## src/rtl/fixed_point_subtract_pkg.sv

```systemverilog
// Shared types and elaboration helpers for the digit-serial subtractor.
package fixed_point_subtract_pkg;

    typedef enum logic [1:0] {
        ST_IDLE = 2'd0,
        ST_BUSY = 2'd1,
        ST_DONE = 2'd2
    } state_t;

    // Digit counter width; a single-digit datapath still gets a 1-bit counter.
    function automatic int cnt_width(input int n, input int k);
        int digits;
        if (k < 1) return 1;
        digits = n / k;
        return (digits <= 1) ? 1 : $clog2(digits);
    endfunction

endpackage

```

## src/rtl/subtract_digit.sv

```systemverilog
// One K-bit digit of a - b computed as a + ~b + cin.
module subtract_digit #(
    parameter int K = 8
) (
    input  logic [K-1:0] a,
    input  logic [K-1:0] b,
    input  logic         cin,
    output logic [K-1:0] sum,
    output logic         cout
);

    assign {cout, sum} = {1'b0, a} + {1'b0, ~b} + {{K{1'b0}}, cin};

endmodule

```

## src/rtl/digit_serial_subtract.sv

```systemverilog
// Multi-cycle N-bit subtractor, K bits per clock, with a registered borrow chain
// and valid/ready handshakes on operands and result.
module digit_serial_subtract
    import fixed_point_subtract_pkg::*;
#(
    parameter int N = 32,
    parameter int K = 8
) (
    input  logic         clk,
    input  logic         rst,
    input  logic         in_valid,
    output logic         in_ready,
    input  logic [N-1:0] a,
    input  logic [N-1:0] b,
    input  logic         bi,
    output logic         out_valid,
    input  logic         out_ready,
    output logic [N-1:0] d,
    output logic         bo,
    output logic         v
);

    localparam int D  = N / K;
    localparam int CW = cnt_width(N, K);
    localparam logic [CW-1:0] LAST = CW'(D - 1);

    if ((K < 1) ? 1'b1 : ((N % K) != 0)) begin : g_bad_params
        $error("digit_serial_subtract: K must be >= 1 and divide N");
    end

    state_t                r_state;
    logic [CW-1:0]         r_cnt;
    logic                  r_carry;
    logic [D-1:0][K-1:0]   r_a;
    logic [D-1:0][K-1:0]   r_b;
    logic [D-1:0][K-1:0]   r_d;
    logic                  r_bo;
    logic                  r_v;

    logic [K-1:0]          w_a_dig;
    logic [K-1:0]          w_b_dig;
    logic [K-1:0]          w_sum;
    logic                  w_cout;
    logic                  w_accept;

    assign w_accept  = (r_state == ST_IDLE) && in_valid;
    assign in_ready  = (r_state == ST_IDLE);
    assign out_valid = (r_state == ST_DONE);
    assign d         = r_d;
    assign bo        = r_bo;
    assign v         = r_v;

    // NOTE: every combinational output gets a default before the loop, so no latch is inferred.
    always_comb begin
        w_a_dig = '0;
        w_b_dig = '0;
        for (int i = 0; i < D; i++) begin
            if (r_cnt == CW'(i)) begin
                w_a_dig = r_a[i];
                w_b_dig = r_b[i];
            end
        end
    end

    subtract_digit #(.K(K)) u_digit (
        .a    (w_a_dig),
        .b    (w_b_dig),
        .cin  (r_carry),
        .sum  (w_sum),
        .cout (w_cout)
    );

    // NOTE: the operand copies carry no reset; they are always loaded on acceptance before use.
    always_ff @(posedge clk) begin
        if (w_accept) begin
            r_a <= a;
            r_b <= b;
        end
    end

    // NOTE: sequential state uses non-blocking assignments so all registers update together.
    always_ff @(posedge clk or posedge rst) begin
        if (rst) begin
            r_state <= ST_IDLE;
            r_cnt   <= '0;
            r_carry <= 1'b0;
            r_d     <= '0;
            r_bo    <= 1'b0;
            r_v     <= 1'b0;
        end else begin
            case (r_state)
                ST_IDLE: begin
                    if (in_valid) begin
                        r_carry <= ~bi;
                        r_cnt   <= '0;
                        r_state <= ST_BUSY;
                    end
                end
                ST_BUSY: begin
                    for (int i = 0; i < D; i++) begin
                        if (r_cnt == CW'(i)) r_d[i] <= w_sum;
                    end
                    r_carry <= w_cout;
                    r_cnt   <= r_cnt + 1'b1;
                    if (r_cnt == LAST) begin
                        // The top digit's sum MSB is the new d[N-1].
                        r_bo    <= ~w_cout;
                        r_v     <= (r_a[D-1][K-1] ^ r_b[D-1][K-1]) &
                                   (r_a[D-1][K-1] ^ w_sum[K-1]);
                        r_state <= ST_DONE;
                    end
                end
                ST_DONE: begin
                    if (out_ready) r_state <= ST_IDLE;
                end
                default: r_state <= ST_IDLE;
            endcase
        end
    end

endmodule

```

## config.mk

```make
export PLATFORM = sky130hd
export DESIGN_NAME = digit_serial_subtract
export DESIGN_NICKNAME = d
export VERILOG_FILES = /design/src/rtl/fixed_point_subtract_pkg.sv /design/src/rtl/subtract_digit.sv /design/src/rtl/digit_serial_subtract.sv
export SDC_FILE = /design/constraint.sdc
export NUM_CORES = 1
export LEC_CHECK = 0
export CAP_MARGIN = 20
export CORE_MARGIN = 2
export CORE_UTILIZATION = 50
export CTS_CLUSTER_DIAMETER = 40
export CTS_CLUSTER_SIZE = 12
export DETAILED_ROUTE_END_ITERATION = 7
export HOLD_SLACK_MARGIN = 0.15
export PLACE_DENSITY = 0.8
export SLEW_MARGIN = 20
export SYNTH_ARGS = -nofsm -noshare
export SYNTH_HDL_FRONTEND = slang
export SYNTH_SLANG_ARGS = --single-unit
```

## constraint.sdc

```tcl
create_clock -name clk -period 3.93 [get_ports clk]
set_clock_uncertainty 0.1 [all_clocks]
set_input_delay 0.393 -clock clk [delete_from_list [all_inputs] [get_ports clk]]
set_output_delay 0.393 -clock clk [all_outputs]
set_load 0.02 [all_outputs]
```

==> results of run 1 <==
## placed cells by master (no fill, tap or decap), types with 5 or more instances in the layout
cell type	n
o21ai_0	43
ha_1	11
nand2b_1	8
dfrtp_1	39
nand3b_1	12
buf_4	7
nand2_1	55
inv_1	11
edfxtp_1	64
nor2b_1	5
a21oi_1	35
clkdlybuf4s50_1	104
nand3_1	5
clkbuf_8	9
mux2i_1	5
nor2_1	16
## kinds of logic (layout without fill, tap and decap cells)
group,Yosys count,after routing,share of synthesized area
xor+xnor,3,3,0.005903
compound gates,104,104,0.1343
fa+ha+maj,13,13,0.03991
simple gates,117,117,0.1293
buf+inv,30,138,0.02839
mux,5,5,0.01124
flops,103,103,0.6509
## cell type report
cell class                 count  area share
inverter                      11    0.007138
multi-input combinational    242      0.2470
sequential                   103      0.5010
clock inverter                 6     0.01038
timing repair buffer         111      0.1891
clock buffer                  10     0.02206
tap                          108     0.02336
## registers in the layout (all words and copies together) (netlist names)
register	count
bo	1
r_a	32
r_b	32
d	32
v	1
r_carry	1
r_state	2
r_cnt	2
## power groups by stage
stage / logic (mW) / clock network, mW / registers, mW
2_1_floorplan: 1.81 / 0 / 1.86
3_5_place_dp: 2.94 / 0 / 1.70
5_1_grt: 3.28 / 0.689 / 1.71
6_report: 2.96 / 0.632 / 1.67
4_1_cts: 2.95 / 0.642 / 1.67
3_3_place_gp: 2.79 / 0 / 1.68
## per-stage QoR
stage               cells  setup WS, ns
CTS                   591        0.5421
floorplan             375        0.7722
detailed placement    575        0.5712
global route          591        0.2174
global placement      575        0.7780
finish                591        0.5499
## layer usage
layer	vias up	wire (um)	global-route usage
met5	-	0	0
met4	0	157	0.07376
met3	12	654	0.04868
met2	131	4318	0.3061
met1	1519	4192	0.2816
li1	1551	-	-
## worst paths after layout
path / to / slack, ns / depth (start not counted)
setup / recovery: d[28] / 0.55 / 14
hold reg to reg: d[15] / 0.39 / 2
min in group clk: d[15] / 0.39 / 2
setup reg to reg: d[28] / 0.55 / 14
hold / removal: r_cnt[1] / 0.32 / 3
max in group asynchronous: v / 3.06 / 3
## worst reg2reg max path, delay by kind of cell, from the launching register on
| kind | cells | cell delay, ns |
|---|---|---|
| simple gates | 4 | 0.52 |
| fa+ha+maj | 3 | 1.11 |
| flops | 1 | 0.43 |
| compound gates | 6 | 0.97 |
| buf+inv | 1 | 0.10 |
==> key figures, run 1 <==
Pwr
  • Sw Share: 0.4412
  • Leakage: 2.241 nW
  • Sequential power share: 0.318
  • Combinational share of power: 0.562
  • VDD IR-drop max: 350.0 uV
  • PwrDens: 909.3 nW/um2
  • P_sw: 2.320 mW
  • Cell Int Power: 2.939 mW
  • Total power: 5.260 mW
  • Clk pwr share: 0.120

STA
  • Unrepaired setup endpoints after global routing: false
  • Sum Neg Setup Slack: 0 ns
  • FMAX: 295.8 MHz
  • Fin. Hold Viols: 0
  • WHS: 0.3231 ns
  • Worst slew pin tran: 0.7632 ns
  • Min cycle time layout: 3.380 ns
  • Worst slew margin: 0.4900
  • # setup viols final: 0
  • Share of the clock period used by the worst path: 0.8601
  • Slew Limit Fails: 0

Route
  • Drt total wl: 9323 um
  • DR pass1 iterations: 5
  • Wire per inst: 15.77 um
  • Vias/cell: 5.437
  • Drt initial violations: 149
  • DR vias: 3213
  • DRC Markers: 0
  • Antenna Nets Post-Route: 0

Finish
  • Register Area: 2898 um2
  • Final Core Density: 0.6665
  • Inserted Diodes: 0
  • Share of layout cells above drive strength 1: 0.05590
  • Multi-input logic area: 1429 um2
  • P&R area growth vs syn: 29.93%
  • # nets final: 560
  • Final Cell Area: 5784 um2
  • Fillers: 664

Floorplan
  • Core area: 8678 um2
  • Std-Cell Rows: 34
  • Die X: 98.36 um
  • Ports: 105
  • Die Span Y: 98.36 um
  • Die Area: 9675 um2
  • Initial Utilization: 0.5130

Clocking
  • CTS Buf Count: 9
  • CTS sink count: 103
  • Root Buffer: clkbuf_8
  • CTS tree: built
  • Hold buffer count at CTS: 0
  • Clk pin slew, worst setup/hold paths: 0.11 ns
  • Count of cells resized by post-cts repair: 0
  • H-tree Lvls: 3
  • Clock Tree Buf Depth: 2
  • Clk_lat worst skew: 0.38 ns
  • Setup Fix Bufs, Post-CTS: 0

Critical path
  • Critical Path Fanout Max: 10
  • Crit Path Category: flip-flop to flip-flop
  • CP max stage delay: 0.45 ns
  • CP endpoint kind: flip-flop
  • Worst R2R Start: r_cnt[1]
  • CP Cell Sequence: inv_1 -> ha_1 -> nor2b_1 -> a22oi_1 -> nor2_1 -> a21oi_1 -> o21ai_0 -> fa_1 -> fa_1 -> nor2b_1 -> o21ai_1 -> a21oi_2 -> nand2b_1 -> o21ai_0
  • Crit path from: r_cnt[1]
  • Slowest-stage cell, CP: fa_1
  • WP buf/inv: 1
  • CP top delay family: adder cells
  • Worst Path Arrival: 3.51 ns
  • WP data required: 4.06 ns
  • CP Launch Type: flip-flop

Synth
  • Synth top cells by count: edfxtp_1, nand2_1, o21ai_0, dfrtp_1, a21oi_1
  • Top cells by area, synth: edfxtp_1, dfrtp_1, o21ai_0, nand2_1, a21oi_1
  • Synth unique cells: 41
  • Register area share after synthesis: 0.6509
  • Async SR Flop Fraction: 0.3786
  • Post-Synthesis Cells: 375
  • Avg Cell Area, Syn: 11.87 um2
  • Synthesized Nets: 457
  • Flops & latches, synth: 103
  • Post-synth top flop: edfxtp_1
  • Mapped Area: 4452 um2
  • Cell taking the most area after synthesis: edfxtp_1
  • Number of synthesized flops with an enable pin: 64
  • Most common cell in the synthesized netlist: edfxtp_1
  • Post-synth top area share: 0.4317
  • Ys Warns: 0

Global route
  • Largest net degree at the start of global routing: 40
  • Grt total ovfl: 0
  • Initial antenna violation count: 0
  • First-pass GRT wire length: 15260 um
  • Total track usage: 0.2001
  • Via count of the first global-routing pass: 3151

Placement
  • Placed cell areas: 5597 um2
  • Port buffer count: 104
  • Placed wire-length estimate: 6967 um
  • GPL Wtd Cong: 0.7584

Hold path
  • Hold WC Path Type: input pin to asynchronous set/reset pin

Run status
  • Outcome: complete, no violations

Run
  • Total of max-cap violations: 0
No activity file was read; power rests on OpenSTA's default activity.
==> inputs of run 2 (changes only) <==
--- a/config.mk
+++ b/config.mk
@@ -5,12 +5,13 @@
 export SDC_FILE = /design/constraint.sdc
 export NUM_CORES = 1
 export LEC_CHECK = 0
-export CAP_MARGIN = 20
+export CAP_MARGIN = 5
 export CORE_MARGIN = 2
 export CORE_UTILIZATION = 50
 export CTS_CLUSTER_DIAMETER = 40
 export CTS_CLUSTER_SIZE = 12
 export DETAILED_ROUTE_END_ITERATION = 7
+export GPL_ROUTABILITY_DRIVEN = 0
 export HOLD_SLACK_MARGIN = 0.15
 export PLACE_DENSITY = 0.8
 export SLEW_MARGIN = 20
==> results of run 2 <==
Final layout, timing and power as in run 1 (identical DEF).
==> inputs of run 3 (changes only) <==
--- a/config.mk
+++ b/config.mk
@@ -7,13 +7,13 @@
 export LEC_CHECK = 0
 export CAP_MARGIN = 5
 export CORE_MARGIN = 2
-export CORE_UTILIZATION = 50
+export CORE_UTILIZATION = 54
 export CTS_CLUSTER_DIAMETER = 40
 export CTS_CLUSTER_SIZE = 12
 export DETAILED_ROUTE_END_ITERATION = 7
 export GPL_ROUTABILITY_DRIVEN = 0
 export HOLD_SLACK_MARGIN = 0.15
-export PLACE_DENSITY = 0.8
+export PLACE_DENSITY = 0.86
 export SLEW_MARGIN = 20
 export SYNTH_ARGS = -nofsm -noshare
 export SYNTH_HDL_FRONTEND = slang
==> constraint.sdc (replaced) <==
create_clock -name clk -period 4.3 [get_ports clk]
set_clock_uncertainty 0.1 [all_clocks]
set_input_delay 0.43 -clock clk [delete_from_list [all_inputs] [get_ports clk]]
set_output_delay 0.43 -clock clk [all_outputs]
set_load 0.02 [all_outputs]
==> run 3 against run 2 <==
Non-clock buffer count down 1. Count of clock-buffer cells in the layout unchanged. Sequential share of layout area increased by 0.14 points.
==> key figures, run 3 (synthesized netlist as in run 1, its figures left out) <==
Clocking
  • Hold buffer count at CTS: 0 (unchanged)
  • Root Buffer: clkbuf_8 (unchanged)
  • Count of cells resized by post-cts repair: 0 (unchanged)
  • CTS sink count: 103 (unchanged)
  • CTS tree: built (unchanged)
  • Setup Fix Bufs, Post-CTS: 0 (unchanged)
  • Clk pin slew, worst setup/hold paths: 0.10 ns (was 0.11 ns)
  • Clock Tree Buf Depth: 2 (unchanged)
  • H-tree Lvls: 3 (unchanged)
  • CTS Buf Count: 9 (unchanged)
  • Clk_lat worst skew: 0.38 ns (about the same)

Floorplan
  • Ports: 105 (unchanged)
  • Std-Cell Rows: 33 (was 34)
  • Core area: 8093 um2 (was 8678 um2)
  • Die Span Y: 94.80 um (was 98.36 um)
  • Initial Utilization: 0.5501 (was 0.5130)
  • Die Area: 8986 um2 (was 9675 um2)
  • Die X: 94.80 um (was 98.36 um)

Critical path
  • Crit path from: r_cnt[1] (unchanged)
  • WP data required: 4.43 ns (was 4.06 ns)
  • WP buf/inv: 2 (was 1)
  • CP Launch Type: flip-flop (unchanged)
  • Slowest-stage cell, CP: fa_1 (unchanged)
  • CP endpoint kind: flip-flop (unchanged)
  • CP top delay family: adder cells (unchanged)
  • Worst R2R Start: r_cnt[1] (unchanged)
  • Critical Path Fanout Max: 30 (was 10)
  • Critical path depth: 15 (was 14)
  • CP Cell Sequence: inv_1 -> ha_1 -> buf_4 -> nor2b_1 -> a22oi_1 -> nor2_1 -> a21oi_1 -> o21ai_0 -> fa_1 -> fa_1 -> nor2b_1 -> o21ai_1 -> a21oi_2 -> nand2b_1 -> o21ai_0 (was inv_1 -> ha_1 -> nor2b_1 -> a22oi_1 -> nor2_1 -> a21oi_1 -> o21ai_0 -> fa_1 -> fa_1 -> nor2b_1 -> o21ai_1 -> a21oi_2 -> nand2b_1 -> o21ai_0)
  • Crit Path Category: flip-flop to flip-flop (unchanged)
  • Reg-to-Reg End: d[28] (unchanged)
  • Worst Path Arrival: 3.73 ns (was 3.51 ns)
  • Slack of the worst reg-to-reg path: 0.71 ns (was 0.55 ns)
  • Worst Reg2Reg Path Length in Cells: 15 (was 14)
  • CP max stage delay: 0.46 ns (was 0.45 ns)
  • Worst Setup EP: d[28] (unchanged)

STA
  • Worst slew pin tran: 0.7695 ns (was 0.7632 ns)
  • FMAX: 278.4 MHz (was 295.8 MHz)
  • Worst slew margin: 0.4858 (was 0.4900)
  • Sum Neg Setup Slack: 0 ns (unchanged)
  • Fin. Hold Viols: 0 (unchanged)
  • Min cycle time layout: 3.591 ns (was 3.380 ns)
  • Unrepaired setup endpoints after global routing: false (unchanged)
  • Share of the clock period used by the worst path: 0.8352 (was 0.8601)
  • Slew Limit Fails: 0 (unchanged)
  • # setup viols final: 0 (unchanged)

Global route
  • Initial antenna violation count: 0 (unchanged)
  • Via count of the first global-routing pass: 3074 (was 3151)
  • Largest net degree at the start of global routing: 65 (was 40)
  • Total track usage: 0.2169 (was 0.2001)
  • First-pass GRT wire length: 14740 um (was 15260 um)
  • Grt total ovfl: 0 (unchanged)

Pwr
  • VDD IR-drop max: 344.6 uV (was 350.0 uV)
  • Total power: 4.778 mW (was 5.260 mW)
  • PwrDens: 828.3 nW/um2 (was 909.3 nW/um2)
  • Leakage: 2.227 nW (was 2.241 nW)

Finish
  • Commonest cells after routing, fill and taps aside: clkdlybuf4s50_1, edfxtp_1, nand2_1, o21ai_0, dfrtp_1 (unchanged)
  • Non-filler instance count after layout: 587 (was 591)
  • Inserted Diodes: 0 (unchanged)
  • Final Cell Area: 5768 um2 (was 5784 um2)
  • # nets final: 559 (was 560)
  • Share of layout cells above drive strength 1: 0.05394 (was 0.05590)
  • P&R area growth vs syn: 29.57% (was 29.93%)
  • Most common cell after layout, fill and taps aside: clkdlybuf4s50_1 (unchanged)
  • Final Core Density: 0.7127 (was 0.6665)

Hold path
  • Hold WC Path Type: input pin to asynchronous set/reset pin (unchanged)

Route
  • DRC Markers: 0 (unchanged)
  • DR pass1 iterations: 5 (unchanged)
  • Antenna Nets Post-Route: 0 (unchanged)
  • Drt total wl: 9007 um (was 9323 um)
  • Wire per inst: 15.34 um (was 15.77 um)
  • Vias/cell: 5.383 (was 5.437)
  • Drt initial violations: 129 (was 149)
  • DR vias: 3160 (was 3213)

Run status
  • Outcome: complete, no violations (unchanged)

Placement
  • Placed cell areas: 5585 um2 (was 5597 um2)
  • Placed wire-length estimate: 6639 um (was 6967 um)
  • Placed cells: 571 (was 575)
  • Port buffer count: 104 (unchanged)

Run
  • Total of max-cap violations: 0 (unchanged)
-- run 3: metrics by stage --
| step | setup WS (ns) | hold slack, ns |
|---|---|---|
| after floorplan | 1.142 | 0.3862 |
| after global placement | 0.9929 | 0.3609 |
| after detailed placement | 0.7697 | 0.3710 |
| after CTS | 0.7536 | 0.3740 |
| after global routing | 0.3764 | 0.4092 |
| final | 0.7087 | 0.3517 |
-- run 3: layout make-up --
cell class / instances / area (um2)
Multi-Input combinational cell: 242 / 1429
Fill cell: 599 / 2325
Sequential cell: 103 / 2898
Clock inverter: 6 / 55.05
Inverter: 11 / 41.29
Clock buffer: 10 / 127.6
Tap cell: 105 / 131.4
Timing Repair Buffer: 110 / 1086
-- run 3: worst min path at each step --
stage	to	cells past startpoint	slack, ns
6_report	d[0]	3	0.35
5_1_grt	r_cnt[1]	3	0.41
4_1_cts	r_cnt[1]	3	0.37
3_5_place_dp	d[9]	2	0.37
3_3_place_gp	d[8]	2	0.36
2_1_floorplan	r_state[0]	1	0.39
-- run 3: power breakdown --
part	leakage, nW	internal, mW	switching, mW
Combinational	1.07	1.08	1.61
Sequential	1.07	1.38	0.141
Clock	0.0869	0.222	0.344
-- run 3: layer usage --
metal	global-route usage	vias up	part of all wire
li1	-	1546	-
met1	0.2968	1448	0.45
met2	0.3363	146	0.46
met3	0.04150	20	0.068
met4	0.1039	0	0.026
met5	0	-	0
-- run 3: tightest hold or removal path: stages --
cell             delay, ns
clkdlybuf4s50_1       0.39
inv_1                 0.05
buf_4                 0.41
